<file path="config.mk">
export PLATFORM = sky130hd
export DESIGN_NAME = uart_tx_fifo
export DESIGN_NICKNAME = d
export VERILOG_FILES = /design/src/rtl/uart_tx_fifo.sv
export SDC_FILE = /design/constraint.sdc
export NUM_CORES = 1
export LEC_CHECK = 0
export ABC_AREA = 1
export BUFFER_PORTS_ARGS = -buffer_cell sky130_fd_sc_hd__buf_2
export CAP_MARGIN = 20
export CORE_MARGIN = 10
export CORE_UTILIZATION = 56
export CTS_CLUSTER_DIAMETER = 120
export CTS_CLUSTER_SIZE = 14
export DETAILED_ROUTE_END_ITERATION = 12
export GPL_TIMING_DRIVEN = 0
export PLACE_DENSITY = 0.78
export SYNTH_ARGS = -nofsm -noshare
export SYNTH_HDL_FRONTEND = slang
export SYNTH_SLANG_ARGS = --single-unit
</file>
<file path="constraint.sdc">
create_clock -name clock -period 3.1 [get_ports clock]
set_clock_uncertainty 0.05 [all_clocks]
set_input_delay 0.62 -clock clock [delete_from_list [all_inputs] [get_ports clock]]
set_output_delay 0.62 -clock clock [all_outputs]
set_load 0.03 [all_outputs]
</file>
<file path="src/rtl/uart_tx_fifo.sv">
// uart_tx_fifo: UART transmitter with a write-side byte FIFO.
//   Frame = start bit, 5..8 data bits (LSB first), optional odd/even parity,
//   1 or 2 stop bits. Each bit lasts baud_div+1 clocks. Frame options and the
//   divisor are captured when a byte is popped, so they can change freely
//   while a frame is in flight.
// Ports:
//   clock, rst             - clock, async active-low reset
//   wr_valid/data_in       - byte write; accepted when wr_ready (= !fifo_full)
//   tx_enable              - allows new frames to start
//   baud_div               - bit period minus one, in clocks
//   data_len/parity_type   - 5+data_len data bits; 01=odd, 10=even, else none
//   stop_bits              - 0 = one stop bit, 1 = two
//   data_tx                - serial line, idles high
//   active_flag/done_flag  - frame in progress / last stop cycle pulse
//   fifo_empty/full/count  - FIFO occupancy
module uart_tx_fifo #(
  parameter int FIFO_DEPTH = 16,
  parameter int DIV_WIDTH  = 16
) (
  input  logic                        clock,
  input  logic                        rst,
  input  logic                        wr_valid,
  input  logic [7:0]                  data_in,
  output logic                        wr_ready,
  input  logic                        tx_enable,
  input  logic [DIV_WIDTH-1:0]        baud_div,
  input  logic [1:0]                  data_len,
  input  logic [1:0]                  parity_type,
  input  logic                        stop_bits,
  output logic                        data_tx,
  output logic                        active_flag,
  output logic                        done_flag,
  output logic                        fifo_empty,
  output logic                        fifo_full,
  output logic [$clog2(FIFO_DEPTH):0] fifo_count
);
  localparam int AW = $clog2(FIFO_DEPTH);
  localparam logic [AW:0] DEPTH_C = (AW+1)'(FIFO_DEPTH);

  typedef enum logic [2:0] {IDLE, START, DATA, PARITY, STOP} state_t;

  // FIFO
  logic [7:0]    mem [FIFO_DEPTH];
  logic [AW-1:0] wr_ptr, rd_ptr;
  logic [AW:0]   count;
  logic          push, pop;

  // Frame engine
  state_t               state;
  logic [DIV_WIDTH-1:0] div_l, div_cnt;
  logic [1:0]           len_l;
  logic                 par_en_l, par_bit, stop_l, stop_idx;
  logic [2:0]           bit_idx;
  logic [7:0]           shreg;

  logic       bit_end, last_data, stop_end, load, last_next, head_par;
  logic [7:0] head, head_masked;

  assign fifo_count = count;
  assign fifo_empty = (count == '0);
  assign fifo_full  = (count == DEPTH_C);
  assign wr_ready   = !fifo_full;
  assign push       = wr_valid && !fifo_full;
  assign pop        = load;
  assign head       = mem[rd_ptr];

  always_ff @(posedge clock) begin
    if (push) mem[wr_ptr] <= data_in;
  end

  always_ff @(posedge clock or negedge rst) begin
    if (!rst) begin
      wr_ptr <= '0;
      rd_ptr <= '0;
      count  <= '0;
    end else begin
      if (push) wr_ptr <= wr_ptr + 1'b1;
      if (pop)  rd_ptr <= rd_ptr + 1'b1;
      case ({push, pop})
        2'b10:   count <= count + 1'b1;
        2'b01:   count <= count - 1'b1;
        default: count <= count;
      endcase
    end
  end

  // Parity only covers the bits that will actually be sent.
  always_comb begin
    head_masked = head;
    case (data_len)
      2'b00:   head_masked[7:5] = 3'b000;
      2'b01:   head_masked[7:6] = 2'b00;
      2'b10:   head_masked[7]   = 1'b0;
      default: ;
    endcase
  end
  assign head_par = (^head_masked) ^ (parity_type == 2'b01);

  assign bit_end   = (div_cnt == div_l);
  assign last_data = (bit_idx == 3'd4 + {1'b0, len_l});
  assign stop_end  = (state == STOP) && bit_end && (stop_idx == stop_l);
  assign load      = tx_enable && !fifo_empty && ((state == IDLE) || stop_end);

  // done_flag is registered, so it is raised on the edge that enters the
  // final stop cycle. With a divisor above zero that is the second-to-last
  // cycle of the last stop bit; with a zero divisor every cycle is a bit
  // boundary, so the preceding bit decides.
  assign last_next =
      ((state == STOP) && (stop_idx == stop_l) && !bit_end && (div_cnt + 1'b1 == div_l)) ||
      ((div_l == '0) &&
       (((state == STOP) && !stop_idx && stop_l) ||
        (!stop_l && (((state == DATA) && last_data && !par_en_l) || (state == PARITY)))));

  always_ff @(posedge clock or negedge rst) begin
    if (!rst) begin
      state       <= IDLE;
      data_tx     <= 1'b1;
      active_flag <= 1'b0;
      done_flag   <= 1'b0;
      div_l       <= '0;
      div_cnt     <= '0;
      len_l       <= '0;
      par_en_l    <= 1'b0;
      par_bit     <= 1'b0;
      stop_l      <= 1'b0;
      stop_idx    <= 1'b0;
      bit_idx     <= '0;
      shreg       <= '0;
    end else begin
      done_flag <= last_next;
      if (load) begin
        // Pop from IDLE or straight out of the last stop cycle (no gap).
        shreg       <= head;
        div_l       <= baud_div;
        len_l       <= data_len;
        par_en_l    <= ^parity_type;
        par_bit     <= head_par;
        stop_l      <= stop_bits;
        div_cnt     <= '0;
        state       <= START;
        data_tx     <= 1'b0;
        active_flag <= 1'b1;
      end else begin
        case (state)
          IDLE: begin
            data_tx     <= 1'b1;
            active_flag <= 1'b0;
          end
          START: begin
            if (bit_end) begin
              div_cnt <= '0;
              bit_idx <= '0;
              state   <= DATA;
              data_tx <= shreg[0];
            end else div_cnt <= div_cnt + 1'b1;
          end
          DATA: begin
            if (bit_end) begin
              div_cnt <= '0;
              if (last_data) begin
                if (par_en_l) begin
                  state   <= PARITY;
                  data_tx <= par_bit;
                end else begin
                  state    <= STOP;
                  data_tx  <= 1'b1;
                  stop_idx <= 1'b0;
                end
              end else begin
                bit_idx <= bit_idx + 1'b1;
                shreg   <= shreg >> 1;
                data_tx <= shreg[1];
              end
            end else div_cnt <= div_cnt + 1'b1;
          end
          PARITY: begin
            if (bit_end) begin
              div_cnt  <= '0;
              state    <= STOP;
              data_tx  <= 1'b1;
              stop_idx <= 1'b0;
            end else div_cnt <= div_cnt + 1'b1;
          end
          STOP: begin
            if (bit_end) begin
              div_cnt <= '0;
              if (stop_idx == stop_l) begin
                state       <= IDLE;
                data_tx     <= 1'b1;
                active_flag <= 1'b0;
              end else stop_idx <= 1'b1;
            end else div_cnt <= div_cnt + 1'b1;
          end
          default: begin
            state       <= IDLE;
            data_tx     <= 1'b1;
            active_flag <= 1'b0;
          end
        endcase
      end
    end
  end

endmodule

</file>
# Word-level counts from Yosys, hierarchy flattened
# Memory sizes are Yosys's and may differ from the RTL's.
# Index checks and enable logic that the tools add are counted.
# totals
reg_bits	68
ram_bits	128
input_bits	33
out_inout_bits	11
wordCells	149
mem_count	1
# classes
n_addsub	7
n_eq_ne	31
n_mux	46
bitwise	2
reduce_logical	46
# memory_table
name	words	width	read_ports	rd_clocked_by_memory_dff	wr	line_no	text
mem	16	8	1	0	1	43	logic [7:0] mem [FIFO_DEPTH];
# op_table
operator	count
16-bit two-way mux	3
3-bit two-way mux	11
16-bit == test	2
8-bit two-way mux	4
1-bit two-way mux	22
2-bit != test, second input constant	10
16-bit by 1-bit adder with 16-bit output, second input constant	1
16-bit zero test	1
3-bit != test, second input constant	5
3-bit one-hot mux with 5 select lines	1
1-bit logical AND	14
5-bit one-hot mux with 2 select lines	1
5-bit AND reduction	2
2-bit nonzero test	5
4-bit by 1-bit adder with 4-bit output, second input constant	2
8-bit AND reduction	1
8-bit XOR reduction	1
7-bit AND reduction	1
2-bit by 1-bit == test with 1-bit output, second input constant	3
3-bit by 2-bit == test with 1-bit output, second input constant	2
1-bit zero test	6
3-bit one-hot mux with 2 select lines	1
3-bit AND reduction	2
3-bit OR reduction	2
other kinds (25)	29

# Longest topological paths before layout
# logic_depth
word_depth	9
depth_mapped	22
ltp_nobuf	20

# Worst setup path after synthesis
# OpenSTA, ideal clock, no wires.
# synth_path
kind	register -> register
startpoint	reg count[2] (netlist: fifo_count[2])
endpoint	reg count[4] (netlist: fifo_count[4])
setup_ns	0.131
arrival_ns	2.938
t_required_ns	2.919
slack_ns	-0.019
stages_incl_launch_ff	19
path_buffers	2
period_less_slack_ns	3.119
cell_sequence	dfrtp_1 -> nor4_1 -> nand2_1 -> nand2_1 -> inv_1 -> nand2_2 -> buf_6 -> clkinv_2 -> buf_2 -> ha_1 -> xor2_1 -> ha_1 -> a21oi_1 -> o21ai_0 -> a21oi_1 -> inv_1 -> a21oi_1 -> o21ai_0 -> xor2_1
# synth_between
elab_chain_cells	6
elab_cells_between_ends	13
cone_classes	2 x add/sub; 3 x eq/ne; 1 x mux; 7 x reduce/logical
# synth_rtl
element	line_no	text
from (decl)	45	logic [AW:0] count;
from (signal assigned)	80	2'b10: count <= count + 1'b1;
from (signal assigned)	81	2'b01: count <= count - 1'b1;
from (signal assigned)	82	default: count <= count;
5-bit zero test (*)	60	assign fifo_empty = (count == '0);
1-bit zero test (*)	102	assign load = tx_enable && !fifo_empty && ((state == IDLE) || stop_end);
1-bit logical AND (*) (2 in a row)	102	
via load	56	logic bit_end, last_data, stop_end, load, last_next, head_par;
2-bit by 1-bit == test with 1-bit output / 2-bit == test (equally long branches)	79	case ({push, pop})
5-bit one-hot mux with 2 select lines / 2-bit nonzero test (equally long branches)	--	
# Mark *: on every way through the listed nets, which the timed path passes. The rest lies on a longest branch.
# A chain may end at the register's enable or synchronous reset.

# Final worst setup path
# layout_path
startpoint	reg div_cnt[12]
endpoint	reg count[4] (netlist: fifo_count[4])
# layout_between
elab_chain_cells	7
elab_cells_between_ends	9
cone_classes	3 x eq/ne; 1 x mux; 5 x reduce/logical
# layout_rtl
element	line_no	text
from (decl)	50	logic [DIV_WIDTH-1:0] div_l, div_cnt;
from (signal assigned)	155	end else div_cnt <= div_cnt + 1'b1;
from (signal assigned)	174	end else div_cnt <= div_cnt + 1'b1;
from (signal assigned)	182	end else div_cnt <= div_cnt + 1'b1;
16-bit == test (*)	99	assign bit_end = (div_cnt == div_l);
1-bit logical AND (*) (2 in a row)	101	assign stop_end = (state == STOP) && bit_end && (stop_idx == stop_l);
1-bit logical OR (*)	102	
1-bit logical AND (*)	102	
2-bit by 1-bit == test with 1-bit output / 2-bit == test (equally long branches)	79	
5-bit one-hot mux with 2 select lines / 2-bit nonzero test (equally long branches)	--	
# Mark *: on every way between the ends. The rest lies on a longest branch, timed or not.

==> run metrics <==
run status=completed; peak supply drop=701 uV; top sig layer=met4; Design Power=0.0105 W; first-pass GRT wire length=around 36000 um; io pins=44; TritonCTS clock tree=done; DRC viols=0; dpl cell area=9860 um^2; Post-synth ARST share=0.347; reg2reg start=div_cnt[12]; PwrDens=just under 1000 nW/um^2; starting DRC count in detailed routing=783; fin crit share=0.974; Leakage=around 4.6 nW; vias in the first global route=between 6000 and 7000; Avg Inst Size Synth=9.21 um^2; Commonest cells post-synth=nand2_1 (334), edfxtp_1 (128), nor2_1 (123); vias per cell=5.46; share of layout cells above drive strength 1=0.140; die area=22300 um^2; clk buf depth=2; Synth area leaders=edfxtp_1 (41%), dfrtp_1 (18%), nand2_1 (13%); row count=47; routability cong.=between 0.9 and 1; Least-Margin Pin Slew=about 0.86 ns; CTS sink count=196; synthesized flop and latch total=a little under 200; Synth-to-Final Area Change=14.0%; port bufs=43; worst r2r dst=fifo_count[4]; fin area=between 10000 and 15000 um^2; Synth Instances=slightly above 1000; Reg clk slew, reported paths=roughly 0.070 ns; Worst Path Buf+Inv=3; EDFF count, synth=between 100 and 150; fraction of synthesized area in multiplexers=0; setup ws final=about 0.081 ns; GR Overflow Total=0; WHS=roughly 0.24 ns; largest family of logic cells by synthesized area=simple AND/OR/NAND/NOR gates; worst hold path class=in -> async; crit path capture type=flip-flop; Post-Syn Nets=about 1100; DRT Pass-1 Iters=5; Synth top area share=0.410; largest net degree at the start of global routing=69; Synth Flop Type=edfxtp_1; Reg2Reg Setup Slack=0.08 ns; critical path launch point=div_cnt[12]; antenna violations before repair=0; Final Max Tran Viols=0; sequential cell area fraction in the yosys report=0.592; largest area contributor in the netlist=edfxtp_1; htree depth=4; reg2reg path depth=20; Adder-Cell Fraction of Synth Area=0.0160; CP Max Fanout=15; Routed Antenna Nets=0; count of different cell masters after synthesis=40; crit path DAT=~3.3 ns; Fin. Hold Viols=0; fmax=between 300 and 400 MHz; Die W=approximately 150 um; cts hold-fix bufs=0; worst path cell trace=xnor2_2 -> nand2_1 -> nor2_1 -> nand2_1 -> nor2_4 -> nand2_1 -> nand2_1 -> nand2_2 -> buf_8 -> clkinv_8 -> ha_4 -> xor2_4 -> ha_2 -> a21oi_2 -> o21ai_1 -> a21oi_1 -> inv_1 -> a21oi_2 -> o21ai_1 -> xor2_1; Synth Cell Area=around 9400 um^2; detailed placement HPWL=roughly 15000 um; Setup CP Type=reg -> reg; CP dominant cell by count=nand2_1; final setup violation count=0; fin crit period=3.02 ns; DR WL met3=~1500 um; Crit path max-delay family=simple AND/OR/NAND/NOR gates; simple-gate area share of the yosys netlist=0.238; All-Layer GR Usage=0.205; Skew-Pair Late Insertion Delay=between 0.4 and 0.5 ns; starting density of the core=0.569; Root Driver=clkbuf_16; CP max stage delay=approximately 0.47 ns; routed wire length=about 23000 um; die height=149 um; post-DR wirelength/cell=17.2 um; slew margin rel.=0.428; post-synthesis compound-gate area fraction=0.0552; routed wl met2=between 10000 and 15000 um; Vias=~7000; core region area=between 15000 and 20000 um^2; max-cap violation count=0; CTS Buf Count=17; startpoint types=flip-flop; top-count cell post-synth=nand2_1; YS warnings=0; final net count=~1100; xor-xnor portion of the synthesized cell area=0.0428; required time worst endpoint=~3.4 ns; M1 WL=approximately 9000 um; worst slack at placement=-0.429 ns; Crit-path slowest cell=dfrtp_1; Diodes inserted=0; Core Util, Final=0.648
-- worst max path at each step --
stage / to / slack (ns) / cells past startpoint
floorplan: fifo_count[4] / 0.01 / 21
finish: fifo_count[4] / 0.08 / 20
global placement: fifo_count[4] / -0.33 / 21
CTS: fifo_count[4] / 0.04 / 21
detailed placement: fifo_count[4] / -0.43 / 21
global route: fifo_count[4] / -0.06 / 17
-- through the flow --
stage	cells	TNS, ns
finish	1320	0
global route	1320	-0.0649
CTS	1312	0
detailed placement	1280	-0.429
global placement	1280	-0.327
floorplan	1017	0
-- kinds of logic (layout without fill, tap and decap cells) --
family	count (synthesis)	after routing
AND/OR/NAND/NOR	550	550
buffers and inverters	122	205
XOR/XNOR	44	44
flip-flops	196	196
adder cells (fa/ha/maj)	12	12
AO/OA/AOI/OAI	93	93
-- flip-flops by register name (all words and copies together) (netlist names), 2 cells and up --
signal      count
bit_idx         3
div_cnt        16
div_l          16
fifo_count      5
len_l           2
mem           128
rd_ptr          4
shreg           8
state           3
wr_ptr          4
-- area by class of cell --
type | count | area [um^2]
clock inverters | 13 | 159
inverters | 88 | 343
fillers | 1290 | 5790
flip-flops and latches | 196 | 5560
repair buffers | 54 | 300
well taps | 220 | 275
multi-input cells | 699 | 3430
clock buffers | 19 | 433
plain buffers | 31 | 178
-- worst register-to-register path: stages (launching register included) --
cell,delay [ns]
dfrtp_1,0.47
xnor2_2,0.22
nand2_1,0.08
nor2_1,0.10
nand2_1,0.09
nor2_4,0.14
nand2_1,0.06
nand2_1,0.07
nand2_2,0.09
buf_8,0.15
clkinv_8,0.08
ha_4,0.19
xor2_4,0.08
ha_2,0.19
a21oi_2,0.16
o21ai_1,0.10
a21oi_1,0.15
inv_1,0.08
a21oi_2,0.12
o21ai_1,0.09
xor2_1,0.15
-- repair_timing --
item	4_1_cts	5_1_grt
gates cloned	0	0
buffers inserted	1	10
pin swaps	1	14
resized for setup	12	22
setup endpoints to repair	3	1
-- placed cells by master (no fill, tap or decap), drive strengths merged, types with 3 or more instances in the layout --
master  netlist  final
clkbuf        6     25
edfxtp      128    128
nand3        59     59
dfrtp        67     67
a31oi         9      9
a21oi        24     24
inv          86     95
ha           12     12
buf          28     79
nand2       336    336
o21ai        49     49
or2           3      3
o22ai         4      4
nand4        11     11
xnor2        23     23
clkinv        2      4
xor2         21     21
nor3          9      9
nor4          5      5
o211ai        5      5
nor2        125    125
-- report_power, final --
group | switching [W] | internal (W)
clock network | 0.00104 | 0.00122
logic | 0.00301 | 0.00151
registers | 0.000403 | 0.00332
-- layer usage --
metal	vias up	GRT usage
li1	3454	-
met1	3455	0.250
met2	256	0.351
met3	48	0.0422
met4	0	0.0736
met5	-	0
Note: power is estimated with default switching activity, not from simulation.
